===== src/rtl/data_mem_arbiter.sv =====
// Two-requester front end for the single-ported 8-bit data_mem: core single accesses and host bursts.
// Optional macro ARB_CORE_PREEMPT_EN lets a core request steal one burst cycle at a time.
module data_mem_arbiter #(
    parameter int AW = 8
) (
    input  logic          clk,
    input  logic          Reset,
    input  logic          CoreReq,
    input  logic          CoreWrite,
    input  logic [AW-1:0] CoreAddr,
    input  logic [7:0]    CoreWData,
    output logic          CoreGnt,
    output logic [7:0]    CoreRData,
    output logic          CoreValid,
    input  logic          HostReq,
    input  logic          HostWrite,
    input  logic [AW-1:0] HostAddr,
    input  logic [AW-1:0] HostLen,
    input  logic [7:0]    HostWData,
    output logic          HostGnt,
    output logic [7:0]    HostRData,
    output logic          HostValid,
    output logic          HostDone,
    output logic [AW-1:0] MemAddr,
    output logic          MemRead,
    output logic          MemWrite,
    output logic [7:0]    MemWData,
    input  logic [7:0]    MemRData
);

    typedef enum logic {
        S_IDLE  = 1'b0,
        S_BURST = 1'b1
    } state_t;

    state_t        state_q, state_d;
    logic          last_host_q, last_host_d;
    logic [AW-1:0] baddr_q, baddr_d;
    logic [AW:0]   brem_q, brem_d;
    logic          bwrite_q, bwrite_d;

    logic [7:0]    core_rdata_q, core_rdata_d;
    logic          core_valid_q, core_valid_d;
    logic [7:0]    host_rdata_q, host_rdata_d;
    logic          host_valid_q, host_valid_d;
    logic          host_done_q, host_done_d;
    logic [AW-1:0] mem_addr_q, mem_addr_d;
    logic [7:0]    mem_wdata_q, mem_wdata_d;

    logic          core_sel;
    logic          host_sel;
    logic          last_beat;
    logic          access;
    logic          acc_write;
    logic [AW-1:0] acc_addr;
    logic [7:0]    acc_wdata;
    logic [AW:0]   len_full;
    logic          preempt;

    // HostLen of zero encodes a full-memory burst of 2**AW beats.
    assign len_full = (HostLen == '0) ? {1'b1, {AW{1'b0}}} : {1'b0, HostLen};

`ifdef ARB_CORE_PREEMPT_EN
    logic stole_last_q, stole_last_d;

    assign preempt = (state_q == S_BURST) && CoreReq && !stole_last_q;

    always_comb begin
        stole_last_d = stole_last_q;
        if (host_sel) begin
            stole_last_d = 1'b0;
        end else if (core_sel && (state_q == S_BURST)) begin
            stole_last_d = 1'b1;
        end
    end

    always_ff @(posedge clk) begin
        if (Reset) begin
            stole_last_q <= 1'b0;
        end else begin
            stole_last_q <= stole_last_d;
        end
    end
`else
    assign preempt = 1'b0;
`endif

    always_comb begin
        state_d     = state_q;
        last_host_d = last_host_q;
        baddr_d     = baddr_q;
        brem_d      = brem_q;
        bwrite_d    = bwrite_q;
        core_sel    = 1'b0;
        host_sel    = 1'b0;
        last_beat   = 1'b0;
        acc_write   = 1'b0;
        acc_addr    = baddr_q;
        acc_wdata   = HostWData;

        // Reset suppresses every grant so an aborted burst cannot write.
        if (!Reset) begin
            unique case (state_q)
                S_IDLE: begin
                    if (CoreReq && (!HostReq || last_host_q)) begin
                        core_sel = 1'b1;
                    end else if (HostReq) begin
                        host_sel    = 1'b1;
                        acc_addr    = HostAddr;
                        acc_write   = HostWrite;
                        bwrite_d    = HostWrite;
                        baddr_d     = HostAddr + 1'b1;
                        brem_d      = len_full - 1'b1;
                        last_host_d = 1'b1;
                        if (brem_d == '0) begin
                            last_beat = 1'b1;
                        end else begin
                            state_d = S_BURST;
                        end
                    end
                end
                S_BURST: begin
                    if (preempt) begin
                        core_sel = 1'b1;
                    end else begin
                        host_sel  = 1'b1;
                        acc_addr  = baddr_q;
                        acc_write = bwrite_q;
                        baddr_d   = baddr_q + 1'b1;
                        brem_d    = brem_q - 1'b1;
                        if (brem_q == (AW+1)'(1)) begin
                            last_beat = 1'b1;
                            state_d   = S_IDLE;
                        end
                    end
                end
                default: state_d = S_IDLE;
            endcase

            if (core_sel) begin
                acc_addr    = CoreAddr;
                acc_write   = CoreWrite;
                acc_wdata   = CoreWData;
                last_host_d = 1'b0;
            end
        end
    end

    always_comb begin
        access       = core_sel | host_sel;
        CoreGnt      = core_sel;
        HostGnt      = host_sel;
        MemRead      = access & ~acc_write;
        MemWrite     = access & acc_write;
        MemAddr      = access ? acc_addr : mem_addr_q;
        MemWData     = access ? acc_wdata : mem_wdata_q;
        mem_addr_d   = MemAddr;
        mem_wdata_d  = MemWData;

        core_valid_d = core_sel & ~acc_write;
        host_valid_d = host_sel & ~acc_write;
        core_rdata_d = core_valid_d ? MemRData : core_rdata_q;
        host_rdata_d = host_valid_d ? MemRData : host_rdata_q;
        host_done_d  = last_beat;
    end

    always_ff @(posedge clk) begin
        if (Reset) begin
            state_q      <= S_IDLE;
            last_host_q  <= 1'b1;
            baddr_q      <= '0;
            brem_q       <= '0;
            bwrite_q     <= 1'b0;
            core_rdata_q <= '0;
            core_valid_q <= 1'b0;
            host_rdata_q <= '0;
            host_valid_q <= 1'b0;
            host_done_q  <= 1'b0;
            mem_addr_q   <= '0;
            mem_wdata_q  <= '0;
        end else begin
            state_q      <= state_d;
            last_host_q  <= last_host_d;
            baddr_q      <= baddr_d;
            brem_q       <= brem_d;
            bwrite_q     <= bwrite_d;
            core_rdata_q <= core_rdata_d;
            core_valid_q <= core_valid_d;
            host_rdata_q <= host_rdata_d;
            host_valid_q <= host_valid_d;
            host_done_q  <= host_done_d;
            mem_addr_q   <= mem_addr_d;
            mem_wdata_q  <= mem_wdata_d;
        end
    end

    assign CoreRData = core_rdata_q;
    assign CoreValid = core_valid_q;
    assign HostRData = host_rdata_q;
    assign HostValid = host_valid_q;
    assign HostDone  = host_done_q;

endmodule


===== config.mk =====
export PLATFORM = sky130hd
export DESIGN_NAME = data_mem_arbiter
export DESIGN_NICKNAME = d
export VERILOG_FILES = /design/src/rtl/data_mem_arbiter.sv
export SDC_FILE = /design/constraint.sdc
export NUM_CORES = 1
export LEC_CHECK = 0
export CORE_ASPECT_RATIO = 1.2
export CORE_MARGIN = 3
export CORE_UTILIZATION = 43
export CTS_CLUSTER_SIZE = 20
export DETAILED_ROUTE_END_ITERATION = 16
export PLACE_DENSITY = 0.88
export SLEW_MARGIN = 20
export SYNTH_ARGS = -nofsm -noshare
export SYNTH_HDL_FRONTEND = slang
export SYNTH_SLANG_ARGS = --single-unit

===== constraint.sdc =====
create_clock -name clk -period 2.15 [get_ports clk]
set_input_delay 0.215 -clock clk [delete_from_list [all_inputs] [get_ports clk]]
set_output_delay 0.215 -clock clk [all_outputs]
set_load 0.03 [all_outputs]

==> results of run 1 <==
layer usage:
metal | track usage | wire length (um) | vias up
li1 | - | - | 1587
met1 | 0.242 | 3850 | 1553
met2 | 0.389 | 4950 | 124
met3 | 0.0340 | 510 | 13
met4 | 0.0606 | 158 | 0
met5 | 0 | 0 | -
synth_stat cells, types with 3 or more instances:
master	instances
a31oi_1	12
mux2i_1	13
nand3_1	12
o21a_1	5
and2_1	3
nand2b_1	4
buf_4	4
a21oi_1	26
o211ai_1	8
nand2_1	27
clkbuf_1	8
ha_1	5
nor3_1	7
buf_2	7
o21ai_0	15
a211oi_1	10
a21boi_0	4
and3_1	3
nor2_1	20
nor2b_1	16
a311oi_1	3
dfxtp_1	55
nand3b_1	4
inv_1	10
nor4b_1	3
mux2_2	19
a22oi_1	5
o22ai_1	4
final timing paths:
path / from / to / slack, ns / cells after the start
max: HostReq / MemAddr[1] / -0.01 / 7
min: Reset / last_host_q$_SDFFE_PP1P_ / 0.26 / 3
max reg2reg: state_q$_SDFF_PP0_ / baddr_q[5]$_SDFFE_PP0P_ / 0.23 / 6
min reg2reg: mem_addr_q[0]$_SDFF_PP0_ / mem_addr_q[0]$_SDFF_PP0_ / 0.47 / 2
registers in the layout (all words and copies together) (netlist names):
register / count
mem_wdata_q: 8
state_q: 1
mem_addr_q: 8
CoreValid: 1
CoreRData: 8
baddr_q: 8
HostRData: 8
brem_q: 9
last_host_q: 1
HostValid: 1
bwrite_q: 1
HostDone: 1
stage by stage:
step | hold slack (ns) | instances | utilization | TNS (ns) | power (mW)
final | 0.263 | 565 | 0.640 | -0.0106 | 2.72
after global routing | 0.245 | 565 | 0.640 | -0.0886 | 2.84
after CTS | 0.206 | 560 | 0.627 | 0 | 2.68
after detailed placement | 0.457 | 554 | 0.614 | -0.0342 | 2.14
after global placement | 0.441 | 554 | 0.614 | 0 | 2.11
after floorplan | 0.360 | 360 | - | 0 | 1.74
worst reg2reg max path: stages, from the launching register on:
cell and delay, ns:
dfxtp_4 0.40, buf_4 0.15, buf_4 0.22, nand4_4 0.16
a22o_1 0.29, or4_1 0.47, a31oi_1 0.16
report_power, final:
part	leakage [nW]	switching (mW)	total, mW	internal (mW)
clock network	0.0361	0.335	0.552	0.217
logic	1.26	0.529	0.982	0.453
registers	0.453	0.0719	1.19	1.11
cell families after synthesis:
group	share of synthesized area
adders and majority gates	0.0201
buffers and inverters	0.0462
and+or+nand+nor	0.230
DFF	0.354
AOI/OAI and AO/OA	0.234
xor gates and xnor gates	0.00563
muxes	0.110
what timing repair did:
item                                    CTS  global route
endpoints found under the setup margin   16            17
gates cloned                              0             1
setup buffers                             0             4
resized for setup                         4            12
cell type report:
type                            count  share of cell area
Clock buffer                        5              0.0155
Clock inverter                      1             0.00169
Inverter                           11              0.0113
Multi-Input combinational cell    273               0.433
Sequential cell                    55               0.249
Tap cell                           87              0.0245
Timing Repair Buffer              132               0.264
Timing Repair inverter              1             0.00113
==> results_dict.tcl, run 1 <==
set metrics [dict create \
    layout_common_cells "clkdlybuf4s50_1, buf_4, dfxtp_1, nand2_1, a21oi_1" \
    fmax_ghz 0.463 \
    detail-route-antenna-nets 0 \
    violations "setup timing" \
    maxCapViolCount 0 \
    totalWireLength_mm 9.47 \
    cts_root_buf "clkbuf_8" \
    vias 3277 \
    synth_cell_type_count 66 \
    die_w_um 83.7 \
    synth_area_mm2 0.00311 \
    yosys.area.top_type "dfxtp_1" \
    post-route-period-util 1.00 \
    crit_family "buffers and inverters" \
    viasPerCell 5.80 \
    crit_required_ns 1.93 \
    grt_pass1_vias 3165 \
    crit_fanout 5 \
    start_util 0.449 \
    ioPinCount 93 \
    route.detailed.drc 0 \
    maxSlewViolCount 0 \
    endpoint_kind "output pin" \
    crit_type "input pin to output pin" \
    clock_skew_ns 0.0105 \
    grt_pass1_wl_mm 14.5 \
    cts_tree "yes" \
    start_kind "input pin" \
    yosysSeqAreaShare 0.354 \
    slowest_stage "clkdlybuf4s50_1" \
    vdd_drop_max_uv 344 \
    yosys_warnings 0 \
    setup_ws_ns -0.0106 \
    num_antenna_cells 0 \
    cp.arrival_ns 1.95 \
    synthDominantCellAreaShare 0.354 \
    hold_class "input pin to flip-flop" \
    place_congestion 0.884 \
    cp_common_cell "buf_4" \
    worst_pin_slew_ns 0.501 \
    ys.flop_type "dfxtp_1" \
    nFillCells 548 \
    syn-instance-count 360 \
    pwr_density_cell_mw_per_mm2 613 \
    placement.cell_area_mm2 0.00426 \
    status "finished with violations" \
    path_buf_inv 3 \
    design_area_mm2 0.00444 \
    htreeDepth 2 \
    yosys_register_bits 55 \
    setup_viol 1 \
    synth_enable_flop_cells 0 \
    hold_viol 0 \
    multi_input_area_mm2 0.00192 \
    die_h_um 99.2 \
    mostFrequentLayoutCell "clkdlybuf4s50_1" \
    clkTransAtPathRegs_ns 0.09 \
    grt_usage 0.208 \
    areaGrowthSynthToFinish_pct 42.5 \
    slowest_delay_ns 0.55 \
    p_leak_nw 1.75 \
    port_buffers 92 \
    path_cells "clkdlybuf4s50_1 -> a21bo_2 -> nor2_2 -> buf_4 -> nand2_1 -> a31oi_2 -> buf_4" \
    firstDrtPassIters 4 \
    drive_gt1_frac 0.230 \
    clock_sinks 55 \
    syn_nets 419 \
    hold_buffers 0 \
    max-slew-margin-rel 0.662 \
    clk_latency_ns 0.32 \
    wire_per_inst_um 16.8 \
    numCtsBuffers 5 \
    rows 33 \
    fp.dieArea_mm2 0.00830 \
    avgSynthCellArea_um2 8.65 \
    grt.overflow.total 0 \
    clock_tree.buffer_depth 2 \
    dp_hpwl_mm 6.85 \
    fin_crit_ns 2.16 \
    final_nets 538 \
    post-place-ws_ns -0.0342 \
    netlist_top_cells_area "dfxtp_1, mux2_2, a21oi_1" \
    drt_iter0_drc 245 \
    core_area_mm2 0.00694 \
    grt_max_degree 38 \
    async_flop_share 0 \
    antenna_found_initial 0 \
    ff_latch_area_mm2 0.00110 \
]
Note: power is estimated with default switching activity, not from simulation.
==> run 2: changes to the inputs <==
Settings changed: CORE_UTILIZATION 43 to 48, PLACE_DENSITY 0.88 to 0.92.
Clock period 2.15 ns to 2.4 ns, I/O delays scaled along.
==> run 2 against run 1 <==
Against the previous run: the run now ends clean; first-iteration DRC count up 34%; core utilization increased by 4.0 points; design area shrank 5.6%; sequential power decreased by 11%; sequential share of layout area up 1.4 points; largest power group unchanged.
==> results_dict.tcl, run 2 (synthesized netlist as in run 1, its figures left out) <==
set metrics [dict create \
    startpoint "state_q$_SDFF_PP0_" \
    maxCapViolCount 0 \
    combinationalPowerShare 0.341 \
    vias 3169 \
    drt_iter0_drc 329 \
    worst_pin_slew_ns 0.552 \
    detail-route-antenna-nets 0 \
    core_area_mm2 0.00617 \
    pwr_density_cell_mw_per_mm2 570 \
    dp_cells 527 \
    final_cells 535 \
    clkTransAtPathRegs_ns 0.10 \
    start_util 0.505 \
    placement.cell_area_mm2 0.00409 \
    max-slew-margin-rel 0.631 \
    slowest_delay_ns 0.35 \
    port_buffers 92 \
    setup_ws_ns 0.0846 \
    setup_viol 0 \
    vdd_drop_max_uv 262 \
    path_cells "buf_6 -> inv_2 -> nand4_2 -> inv_4 -> buf_4 -> mux2i_1 -> a21oi_1 -> buf_4" \
    die_h_um 94.2 \
    p_int_mw 1.57 \
    cts_tree "yes" \
    layout_common_cells "clkdlybuf4s50_1, dfxtp_1, buf_4, nand2_1, a21oi_1" \
    firstDrtPassIters 5 \
    hold_viol 0 \
    largest_register "brem_q" \
    clk_latency_ns 0.31 \
    min-delay-start "Reset" \
    viasPerCell 5.92 \
    totalWireLength_mm 8.84 \
    sequentialPowerShare 0.444 \
    final_nets 511 \
    antenna_found_initial 0 \
    switchingPower_mw 0.820 \
    start_kind "flip-flop" \
    cts_setup_buffers 0 \
    route.detailed.drc 0 \
    clkPwrFrac 0.215 \
    areaGrowthSynthToFinish_pct 34.6 \
    ioPinCount 93 \
    total_power_mw 2.39 \
    slowest_stage "dfxtp_1" \
    grt_max_degree 38 \
    finalSetupTns_ns 0 \
    rsz0062_at_grt "true" \
    fmax_ghz 0.432 \
    crit_required_ns 2.16 \
    hold_buffers 0 \
    drive_gt1_frac 0.174 \
    maxSlewViolCount 0 \
    cp.arrival_ns 2.08 \
    reg2reg_from "state_q$_SDFF_PP0_" \
    largest_reg_flops 9 \
    num_antenna_cells 0 \
    nFillCells 469 \
    design_area_mm2 0.00419 \
    fp.dieArea_mm2 0.00749 \
    numCtsBuffers 5 \
    place_congestion 0.894 \
    post-route-period-util 0.965 \
    final_core_util 0.679 \
    die_w_um 79.5 \
    swShare 0.344 \
    clock_tree.buffer_depth 2 \
    endpoint_kind "output pin" \
    whs_ns 0.340 \
    clock_sinks 55 \
    wire_per_inst_um 16.5 \
    grt_pass1_vias 2996 \
    status "finished clean" \
    hold_class "input pin to flip-flop" \
    grt_pass1_wl_mm 14.1 \
    post-place-ws_ns -0.0383 \
    htreeDepth 2 \
    crit_type "flip-flop to output pin" \
    crit_fanout 37 \
    mostFrequentLayoutCell "clkdlybuf4s50_1" \
    dp_hpwl_mm 6.55 \
    cp_common_cell "buf_4" \
    fin_crit_ns 2.32 \
    rows 31 \
    clock_skew_ns 0.00921 \
    grt_usage 0.231 \
    cts_root_buf "clkbuf_8" \
    p_leak_nw 1.62 \
    grt.overflow.total 0 \
]
run 2: changes by cell type in the layout (fill, tap and decap cells not counted), sizes merged:
cell           change
clkinvlp           -2
clkdlybuf4s50      +2
inv                +3
dlymetal6s2s       -1
buf               -27
run 2: timing repair:
| item | 4_1_cts | 5_1_grt |
|---|---|---|
| gates resized for setup | 2 | 4 |
| cloned | 0 | 0 |
| endpoints found under the setup margin | 11 | 9 |
run 2: layer usage:
metal	up-vias	track usage	part of all wire
met4	0	0.0716	0.022
met3	16	0.0374	0.072
met2	124	0.428	0.52
li1	1527	-	-
met1	1502	0.267	0.38
met5	-	0	0
run 2: cell type report:
class | count | area (um2) | area share
tap | 82 | 103 | 0.0245
timing repair buffer | 106 | 977 | 0.233
clock inverter | 3 | 18.8 | 0.00448
clock buffer | 5 | 68.8 | 0.0164
inverter | 11 | 43.8 | 0.0105
sequential | 55 | 1100 | 0.263
multi-input combinational | 273 | 1880 | 0.448
run 2: worst max-delay path, delay by kind of cell (launching register included):
kind	cells	cell delay, ns
DFF	1	0.35
buffers and inverters	5	0.90
muxes	1	0.27
AOI/OAI and AO/OA	1	0.12
and+or+nand+nor	1	0.14
run 2: final timing paths:
path | end | slack (ns) | depth (start not counted)
max | MemWData[1] | 0.08 | 8
min | last_host_q$_SDFFE_PP1P_ | 0.34 | 3
max reg2reg | baddr_q[6]$_SDFFE_PP0P_ | 0.45 | 6
min reg2reg | bwrite_q$_SDFFE_PP0P_ | 0.47 | 2
run 2: power groups by stage:
stage                     Combinational [mW]  Sequential, mW  Clock, mW
after global placement                 0.779            1.07          0
after global routing                   0.876            1.07      0.559
final                                  0.814            1.06      0.514
after floorplan                        0.439            1.12          0
after detailed placement               0.800            1.08          0
after CTS                              0.808            1.06      0.524
